[src/rtl/mem_arbiter_if.sv]
// mem_arbiter_if: one memory-style bus (address, write data, strobes, read data, ready)
interface mem_arbiter_if #(parameter int M = 16, parameter int N = 32);
  logic [N-1:0] addr;
  logic [M-1:0] wdata;
  logic         re;
  logic         we;
  logic [M-1:0] rdata;
  logic         ready;
  modport master(output addr, wdata, re, we, input rdata, ready);
  modport slave(input addr, wdata, re, we, output rdata, ready);
endinterface

[src/rtl/mem_arbiter.sv]
// mem_arbiter: two-master/one-slave bus arbiter, fixed priority to master 0 with a starvation guard;
// define MEM_ARB_ROUND_ROBIN_EN to alternate ties instead.
module mem_arbiter #(
  parameter int M = 16,
  parameter int N = 32,
  parameter int STARVE_LIMIT = 4
) (
  input  logic               clk,
  input  logic               rst,
  mem_arbiter_if.slave       m0,
  mem_arbiter_if.slave       m1,
  mem_arbiter_if.master      mem,
  output logic [1:0]         grant
);
  typedef enum logic [1:0] {NONE = 2'b00, M0 = 2'b01, M1 = 2'b10} owner_t;
  owner_t owner, owner_nx, gnt, pick;
  logic req0, req1, req_g, done0, done1;
  logic [3:0] starve_cnt, starve_nx;
`ifdef MEM_ARB_ROUND_ROBIN_EN
  owner_t last_winner;
`endif
  always_comb begin
    req0 = m0.re | m0.we;
    req1 = m1.re | m1.we;
`ifdef MEM_ARB_ROUND_ROBIN_EN
    pick = (req0 && req1) ? ((last_winner == M1) ? M0 : M1) : req0 ? M0 : req1 ? M1 : NONE;
`else
    pick = (req1 && (starve_cnt >= 4'(STARVE_LIMIT) || !req0)) ? M1 : req0 ? M0 : NONE;
`endif
    gnt = rst ? NONE : (owner != NONE) ? owner : pick;
    req_g = (gnt == M0) ? req0 : (gnt == M1) ? req1 : 1'b0;
    done0 = mem.ready && gnt == M0 && req0;
    done1 = mem.ready && gnt == M1 && req1;
    // only a live, unfinished transaction keeps the lock; completion or abort re-arbitrates
    owner_nx = (req_g && !mem.ready) ? gnt : NONE;
`ifdef MEM_ARB_ROUND_ROBIN_EN
    starve_nx = '0;
`else
    starve_nx = (!req1 || done1) ? 4'd0 : (done0 && starve_cnt != 4'hF) ? starve_cnt + 4'd1 : starve_cnt;
`endif
  end
  assign grant     = gnt;
  assign mem.addr  = (gnt == M0) ? m0.addr  : (gnt == M1) ? m1.addr  : N'(0);
  assign mem.wdata = (gnt == M0) ? m0.wdata : (gnt == M1) ? m1.wdata : M'(0);
  assign mem.re    = (gnt == M0) ? m0.re    : (gnt == M1) ? m1.re    : 1'b0;
  assign mem.we    = (gnt == M0) ? m0.we    : (gnt == M1) ? m1.we    : 1'b0;
  assign m0.ready  = done0;
  assign m1.ready  = done1;
  assign m0.rdata  = mem.rdata;
  assign m1.rdata  = mem.rdata;
  always_ff @(posedge clk) begin
    if (rst) begin
      owner      <= NONE;
      starve_cnt <= '0;
`ifdef MEM_ARB_ROUND_ROBIN_EN
      last_winner <= M1;
`endif
    end else begin
      owner      <= owner_nx;
      starve_cnt <= starve_nx;
`ifdef MEM_ARB_ROUND_ROBIN_EN
      last_winner <= done0 ? M0 : done1 ? M1 : last_winner;
`endif
    end
  end
endmodule

[src/flat_wrapper.sv]
// flat-port wrapper written by rule: the top's interface ports become plain ports
module mem_arbiter_flat 
#(
  parameter int M = 16,
  parameter int N = 32,
  parameter int STARVE_LIMIT = 4
)
  (clk, rst, grant, m0_addr, m0_wdata, m0_re, m0_we, m0_rdata, m0_ready, m1_addr, m1_wdata, m1_re, m1_we, m1_rdata, m1_ready, mem_addr, mem_wdata, mem_re, mem_we, mem_rdata, mem_ready);
  mem_arbiter_if #(.M(M), .N(N)) m0_i ();
  mem_arbiter_if #(.M(M), .N(N)) m1_i ();
  mem_arbiter_if #(.M(M), .N(N)) mem_i ();
  input  logic clk;
  input  logic rst;
  output logic [1:0] grant;
  input wire logic [$bits(m0_i.addr)-1:0] m0_addr;
  input wire logic [$bits(m0_i.wdata)-1:0] m0_wdata;
  input wire logic [$bits(m0_i.re)-1:0] m0_re;
  input wire logic [$bits(m0_i.we)-1:0] m0_we;
  output wire logic [$bits(m0_i.rdata)-1:0] m0_rdata;
  output wire logic [$bits(m0_i.ready)-1:0] m0_ready;
  input wire logic [$bits(m1_i.addr)-1:0] m1_addr;
  input wire logic [$bits(m1_i.wdata)-1:0] m1_wdata;
  input wire logic [$bits(m1_i.re)-1:0] m1_re;
  input wire logic [$bits(m1_i.we)-1:0] m1_we;
  output wire logic [$bits(m1_i.rdata)-1:0] m1_rdata;
  output wire logic [$bits(m1_i.ready)-1:0] m1_ready;
  output wire logic [$bits(mem_i.addr)-1:0] mem_addr;
  output wire logic [$bits(mem_i.wdata)-1:0] mem_wdata;
  output wire logic [$bits(mem_i.re)-1:0] mem_re;
  output wire logic [$bits(mem_i.we)-1:0] mem_we;
  input wire logic [$bits(mem_i.rdata)-1:0] mem_rdata;
  input wire logic [$bits(mem_i.ready)-1:0] mem_ready;
  assign m0_i.addr = m0_addr;
  assign m0_i.wdata = m0_wdata;
  assign m0_i.re = m0_re;
  assign m0_i.we = m0_we;
  assign m0_rdata = m0_i.rdata;
  assign m0_ready = m0_i.ready;
  assign m1_i.addr = m1_addr;
  assign m1_i.wdata = m1_wdata;
  assign m1_i.re = m1_re;
  assign m1_i.we = m1_we;
  assign m1_rdata = m1_i.rdata;
  assign m1_ready = m1_i.ready;
  assign mem_addr = mem_i.addr;
  assign mem_wdata = mem_i.wdata;
  assign mem_re = mem_i.re;
  assign mem_we = mem_i.we;
  assign mem_i.rdata = mem_rdata;
  assign mem_i.ready = mem_ready;
  mem_arbiter #(.M(M), .N(N), .STARVE_LIMIT(STARVE_LIMIT)) u_core (.clk(clk), .rst(rst), .m0(m0_i), .m1(m1_i), .mem(mem_i), .grant(grant));
endmodule
[config.mk]
export PLATFORM = sky130hd
export DESIGN_NAME = mem_arbiter_flat
export DESIGN_NICKNAME = d
export VERILOG_FILES = /design/src/rtl/mem_arbiter_if.sv /design/src/rtl/mem_arbiter.sv /design/src/flat_wrapper.sv
export SDC_FILE = /design/constraint.sdc
export NUM_CORES = 1
export LEC_CHECK = 0
export ABC_AREA = 1
export CELL_PAD_IN_SITES_DETAIL_PLACEMENT = 0
export CELL_PAD_IN_SITES_GLOBAL_PLACEMENT = 1
export CORE_MARGIN = 8
export CORE_UTILIZATION = 13
export DETAILED_ROUTE_END_ITERATION = 7
export PLACE_DENSITY = 0.89
export SLEW_MARGIN = 20
export SYNTH_ARGS = -nofsm -noshare
export SYNTH_HDL_FRONTEND = slang
export SYNTH_SLANG_ARGS = --single-unit
[constraint.sdc]
create_clock -name clk -period 1.4 [get_ports clk]
set_clock_uncertainty 0.1 [all_clocks]
set_input_delay 0.28 -clock clk [delete_from_list [all_inputs] [get_ports clk]]
set_output_delay 0.28 -clock clk [all_outputs]
set_load 0.05 [all_outputs]
==> out/summary.txt, run 1 <==
============================================================================================
Overall routing resource usage                                                        0.0998
Number of global-route vias before repair                                               2350
Maximum number of pins on one net before global-route repair                              17
Global-route wire length before repair                                               12.2 mm
Hold/Removal Path Class                                                         flop to flop
Die Outline Area                                                                 15200 sq um
Basic-gate share of the synthesized area counting and, or, nand and nor cells          0.275
Leakage power summed over all cells                                                  1.98 nW
Post-route setup slack                                                               -683 ps
Pwr Density                                                                      617 nW/um^2
Starting Density                                                                       0.132
Number of CTS-inserted buffers                                                             3
Total area of sequential cells                                                     124 sq um
Y dimension of the die                                                           123 microns
Count of buffers from port buffering                                                     156
Synth Net Count                                                                          377
Average wire per cell in the routed design                                      14.6 microns
Peak Freq                                                                          0.480 GHz
Total via count in the routed design                                                    2126
Sum of overflow across all layers after global routing                                     0
Maximum ir drop on the vdd rail                                                     0.332 mV
Clock latency at the later pin of the worst-skew pair                                 230 ps
Fraction of layout cells with a size suffix above 1                                    0.483
Gate family responsible for the most delay along the worst path                 simple AND/OR/NAND/NOR gates
Finished Core Util                                                                     0.415
Register clock-pin slew on the reported worst setup and hold paths                     30 ps
Max-slew headroom at the worst pin                                                     0.850
Cell type with the highest occurrence count on the critical path                     nand2_4
GPL Wtd Cong                                                                           0.768
Pre-antenna DRT Iters                                                                      4
Number of nets with antenna violations after detailed routing                              0
Compound-gate portion of the synthesized area                                          0.261
Area of the mapped netlist                                                        1500 sq um
Setup repair after global routing missed its margin                                     true
Required arrival time at the worst endpoint                                          1020 ps
Buffers from clock root to sink, at most                                                   2
Drt total wl                                                                         8.18 mm
Finished layout cell area                                                         4700 sq um
CP startpoint kind                                                                      flop
Fraction of the cycle the final worst path needs                                        1.49
Worst hold slack                                                                      412 ps
Arr. time, crit path                                                                 1700 ps
Layout Area Growth over Synthesis                                                       214%
Outcome                                                                         complete, but fails checks
Count of different cell masters after synthesis                                           23
Detail Placement HPWL                                                                6.25 mm
Adder-cell share of the synthesized area                                             0.00835
Die width                                                                        123 microns
Gate count of the mapped netlist                                                         257
CTS Root Buffer Type                                                               clkbuf_16
Combinational family with the most area after synthesis                         buffers and inverters
Synth warn                                                                                 0
Final Hold Vio Count                                                                       0
Fill cells                                                                              1060
# H-tree levels                                                                            1
Failing checks                                                                  setup timing
Setup Crit Path Kind                                                            flop to output pin
Critical Path Sink Type                                                           output pin
Sequential fraction of the synthesis area                                             0.0802
Syn avg cell area                                                                 5.83 sq um
Number of flip-flops and latches in the synthesized netlist                                6
TritonCTS clock tree                                                                    done
Synth Area in XOR/XNOR                                                                     0
Number of design-rule violations left by the first detailed-router iteration              51
Total power                                                                        0.00290 W
Post-Place Cell Area                                                              4180 sq um
Area of the core                                                                 11300 sq um
Post-route DRC violation count                                                             0
Actual transition at the worst max-transition pin                                     225 ps
Library cell contributing the largest single delay on the critical path              dfxtp_2
Largest fanout on the critical path                                                        8
Final-stage net count                                                                    538
Largest stage delay on the critical path                                              320 ps
Final setup violating endpoints                                                           60
Min Clock Period, post-route                                                         2080 ps
Final Max Tran Viols                                                                       0
Ordered list of cells on the worst path                                         nor2_4, nand2_2, nand2_4, nand2_4, nand2_4, nand3_4, buf_12, buf_16, o21ai_4, buf_12
I/O pin cnt                                                                              205
Count of buffering cells on the critical path with inverters included                      3
Fraction of synthesized area in multiplexers                                               0
Vias per cell                                                                           3.80
Max Cap Violations                                                                         0
Count of antenna diodes in the layout                                                      0
Number of core rows                                                                       39
Number of sinks handled by clock tree synthesis                                            6
Antenna violations before repair                                                           0
Combined area of the multi-input logic cells                                      1400 sq um
============================================================================================
==> repair_timing <==
action / 4_1_cts / 5_1_grt
gates cloned: 7 / 2
endpoints found under the setup margin: 60 / 60
gates resized for setup: 47 / 11
pin swaps: 15 / 13
hold endpoints to repair: 0 / 0
buffers inserted: 12 / 5
hold buffers: 0 / 0
==> flip-flops by register name (all words and copies together) (netlist names) <==
signal             count
u_core.starve_cnt      4
u_core.owner           2
==> synthesized netlist by cell type <==
master | count | area share
o21bai_1 | 1 | 0.0050
nor2_1 | 13 | 0.033
ha_1 | 1 | 0.0084
clkbuf_1 | 1 | 0.0025
buf_4 | 33 | 0.17
dfxtp_1 | 6 | 0.080
nand2_2 | 5 | 0.021
o21ai_2 | 32 | 0.19
nand2_1 | 64 | 0.16
buf_2 | 3 | 0.010
nor2_4 | 2 | 0.015
o21ai_1 | 17 | 0.057
nor3b_1 | 1 | 0.0050
inv_2 | 1 | 0.0025
nand4_4 | 1 | 0.014
a21oi_1 | 1 | 0.0033
nand3_4 | 1 | 0.012
nand4_1 | 1 | 0.0042
buf_6 | 5 | 0.038
or2_0 | 1 | 0.0042
o22ai_1 | 2 | 0.0084
nand3_1 | 2 | 0.0067
inv_1 | 63 | 0.16
==> layer usage <==
metal | track usage | vias to the layer above | share of wire
li1 | - | 1055 | -
met3 | 0.0374 | 14 | 0.12
met5 | 0 | - | 0
met4 | 0.0226 | 0 | 0.011
met1 | 0.102 | 947 | 0.35
met2 | 0.189 | 110 | 0.52
==> layout by cell type, fill, tap and decap left out, drive strengths merged, types with 2 or more instances in the layout <==
master / instances
o21ai: 49
nand4: 2
o22ai: 2
dlygate4sd2: 3
inv: 62
clkdlybuf4s50: 97
clkbuf: 5
dfxtp: 6
nand3: 3
clkinvlp: 2
buf: 96
nand2: 69
nor2: 15
==> path summary, 6_finish.rpt <==
kind,end,depth (start not counted),start,slack [ps]
setup / recovery,mem_addr[7],10,u_core.starve_cnt[3],-680
hold / removal,u_core.starve_cnt[1],2,u_core.starve_cnt[1],410
setup reg to reg,u_core.starve_cnt[2],13,u_core.starve_cnt[2],-390
hold reg to reg,u_core.starve_cnt[1],2,u_core.starve_cnt[1],410
==> through the flow <==
step	TNS, ps	std cells	worst slack (ps)
2_1_floorplan	-19190	257	-368
3_3_place_gp	-51300	534	-918
3_5_place_dp	-52920	534	-955
4_1_cts	-38630	556	-817
5_1_grt	-40180	559	-752
6_report	-36180	559	-683
==> final cells by class <==
class / count / share of cell area
clock buffer: 3 / 0.0160
sequential: 6 / 0.0264
multi-input combinational: 145 / 0.298
timing repair buffer: 198 / 0.566
inverter: 64 / 0.0554
tap: 143 / 0.0381
==> worst min-delay path: stages, from the launching register on <==
cell     delay, ps
dfxtp_1        320
nor2_1         100
nor2_1          50
==> power breakdown <==
part           switching [W]  internal (W)
combinational        0.00110       0.00115
clock               0.000100      0.000367
sequential        0.00000368      0.000176
total                0.00120       0.00169
==> logic make-up (layout without fill, tap and decap cells) <==
kind of cell | after synthesis | in the layout
fa+ha+maj | 1 | 1
compound gates | 53 | 53
buf+inv | 106 | 265
simple gates | 91 | 91
flops | 6 | 6
Note: power is estimated with default switching activity, not from simulation.
==> run 2, diff against run 1 <==
--- a/config.mk
+++ b/config.mk
@@ -8,7 +8,7 @@
 export ABC_AREA = 1
 export CELL_PAD_IN_SITES_DETAIL_PLACEMENT = 0
 export CELL_PAD_IN_SITES_GLOBAL_PLACEMENT = 1
-export CORE_MARGIN = 8
+export CORE_MARGIN = 2
 export CORE_UTILIZATION = 13
 export DETAILED_ROUTE_END_ITERATION = 7
 export PLACE_DENSITY = 0.89
==> run 2 against run 1 <==
  * The flow still finishes with violations (setup timing)
  * Worst hold slack worse by 5.9 ps
  * Final cell count down 0.36%
  * Via count up 1.3%
  * Critical path depth unchanged
  * Fmax up 1.5%
  * Final area down 0.13%
  * Total power down 1.3%
  * Sequential share of layout area about the same
  * Count of clock-buffer cells in the layout unchanged
  * First-iteration DRC count up 75%
  * Register-to-register slack about the same
  * Sequential power about the same
==> out/summary.txt, run 2 (same netlist as run 1, synthesis figures left out) <==
===========================================================================================
Sum of overflow across all layers after global routing                                    0   unchanged
I/O pin cnt                                                                             205   unchanged
Total area of sequential cells                                                    124 sq um   unchanged
Buffers from clock root to sink, at most                                                  2   unchanged
Outcome                                                                        complete, but fails checks
Leakage power summed over all cells                                                 2.01 nW   +1.3%
Min Clock Period, post-route                                                        2050 ps   -30.2 ps
Post-route setup TNS                                                              -34630 ps   +1550 ps
Fill cells                                                                             1079   +1.8%
Total via count in the routed design                                                   2153   +1.3%
Largest fanout on the critical path                                                      10   +2
Maximum ir drop on the vdd rail                                                    0.410 mV   +23%
Combined area of the multi-input logic cells                                     1440 sq um   +3.2%
Max reg flops                                                                             4   unchanged
Setup Crit Path Kind                                                           flop to output pin
Arr. time, crit path                                                                1670 ps   -30 ps
Biggest registers after layout                                                 u_core.starve_cnt (4), u_core.owner (2)
Layout Area Growth over Synthesis                                                      213%
Vias per cell                                                                          3.87   +1.6%
GPL Wtd Cong                                                                          0.795   +3.5%
Hold Path Origin                                                               u_core.starve_cnt[1]
CP startpoint kind                                                                     flop
Final setup violating endpoints                                                          60   unchanged
Die width                                                                       111 microns   -9.7%
Max-slew headroom at the worst pin                                                    0.860   +0.0106
Hold/Removal Path Class                                                        flop to flop
Number of nets with antenna violations after detailed routing                             0   unchanged
Final Hold Vio Count                                                                      0   unchanged
Number of global-route vias before repair                                              2311   -1.7%
Met3 WL post-DR                                                                 649 microns   -32%
Clock latency at the later pin of the worst-skew pair                                230 ps   about the same
Final-stage net count                                                                   536   -0.37%
Global-route wire length before repair                                              10.8 mm   -11%
Overall routing resource usage                                                        0.107   +0.00687
Final Max Tran Viols                                                                      0   unchanged
Number of CTS-inserted buffers                                                            3   unchanged
Depth of the most critical reg-to-reg path                                               13   unchanged
Post-route DRC violation count                                                            0   unchanged
Uppermost routed layer                                                                 met4
WHS Path Cells                                                                            2   unchanged
Commonest cells after routing, fill and taps aside                             clkdlybuf4s50_1, buf_12, inv_1
Number of design-rule violations left by the first detailed-router iteration             89   +75%
Count of buffers from port buffering                                                    156   unchanged
Worst hold slack                                                                     406 ps   -5.94 ps
Area of the core                                                                11300 sq um   unchanged
Setup repair after global routing missed its margin                                    true
Routed met2 length                                                                  3.92 mm   -8.0%
Pwr Density                                                                     609 nW/um^2   -1.2%
Detail Placement HPWL                                                               5.49 mm   -12%
Sum of routed wire segments on met1                                                 2.47 mm   -14%
Post-route setup slack                                                              -652 ps   +30.2 ps
Actual transition at the worst max-transition pin                                    209 ps   -15.3 ps
Maximum number of pins on one net before global-route repair                             19   +2
Leading cell type in the layout, fill and taps excluded                        clkdlybuf4s50_1
CTS Root Buffer Type                                                              clkbuf_16
Register clock-pin slew on the reported worst setup and hold paths                    30 ps   about the same
Antenna violations before repair                                                          0   unchanged
Average wire per cell in the routed design                                     12.8 microns   -13%
Fraction of the cycle the final worst path needs                                       1.47   -0.0216
Number of buffers inserted for hold repair after clock tree synthesis                     0   unchanged
Minimum setup slack among reg-to-reg paths                                          -380 ps   about the same
R2R Path End                                                                   u_core.starve_cnt[2]
Reg with most FFs                                                              u_core.starve_cnt
Y dimension of the die                                                          111 microns   -9.7%
Fraction of layout cells with a size suffix above 1                                   0.490   +0.00717
TritonCTS clock tree                                                                   done
Failing checks                                                                 setup timing
Total power                                                                       0.00286 W   -1.3%
Drt total wl                                                                        7.12 mm   -13%
Number of core rows                                                                      39   unchanged
Die Outline Area                                                                12400 sq um   -19%
Endpoint of the worst hold-timing path                                         u_core.starve_cnt[1]
Placement Setup Slack                                                               -997 ps   -41.7 ps
Max Cap Violations                                                                        0   unchanged
Peak Freq                                                                         0.487 GHz   +1.5%
Crit Reg-Reg Startpoint                                                        u_core.starve_cnt[2]
Count of antenna diodes in the layout                                                     0   unchanged
# H-tree levels                                                                           1   unchanged
Starting Density                                                                      0.132   unchanged
Required arrival time at the worst endpoint                                         1020 ps   about the same
Crit path launch                                                               u_core.starve_cnt[2]
Pre-antenna DRT Iters                                                                     4   unchanged
Number of sinks handled by clock tree synthesis                                           6   unchanged
Critical Path Sink Type                                                          output pin
===========================================================================================
==> run 2: area by class of cell <==
class | instances | area share
multi-input cells | 145 | 0.308
repair buffers | 196 | 0.556
flip-flops and latches | 6 | 0.0264
inverters | 64 | 0.0560
clock buffers | 3 | 0.0160
well taps | 143 | 0.0382
==> run 2: how the worst max path moves through the flow <==
stage / end / slack, ps / depth (start not counted)
floorplan: mem_addr[0] / -370 / 6
global route: mem_addr[16] / -740 / 10
detailed placement: mem_addr[25] / -1000 / 12
finish: mem_we / -650 / 10
global placement: mem_addr[25] / -950 / 12
CTS: mem_addr[3] / -700 / 10
==> run 2: timing repair <==
item / 4_1_cts / 5_1_grt
setup buffers: 10 / 3
pin swaps: 14 / 7
gates resized for setup: 53 / 20
endpoints found under the setup margin: 60 / 60
cloned: 5 / 2
==> run 2: metrics by stage <==
stage	cell area, sq um	instances	utilization
floorplan	2030	257	-
global placement	4200	539	0.371
detailed placement	4200	539	0.371
CTS	4600	555	0.406
global route	4690	557	0.414
finish	4690	557	0.414
==> run 2: power by group <==
group          leakage (nW)  internal, W  switching (W)  total [W]
sequential           0.0500     0.000176     0.00000328   0.000179
combinational          1.92      0.00113        0.00110    0.00222
clock                0.0370     0.000366      0.0000904   0.000456
total                  2.01      0.00167        0.00119    0.00286
==> run 2: metal layers <==
layer	GRT usage	up-vias
met5	0	-
met4	0.0263	0
met3	0.0299	11
met2	0.215	113
met1	0.107	977
li1	-	1052
==> run 2: critical path, stage by stage (launching register included) <==
cell,delay (ps)
dfxtp_2,320
nor2_4,100
nand2_2,60
nand2_4,80
nand2_4,60
nand2_4,90
nand3_4,90
buf_6,150
buf_16,160
o22ai_4,140
buf_12,160
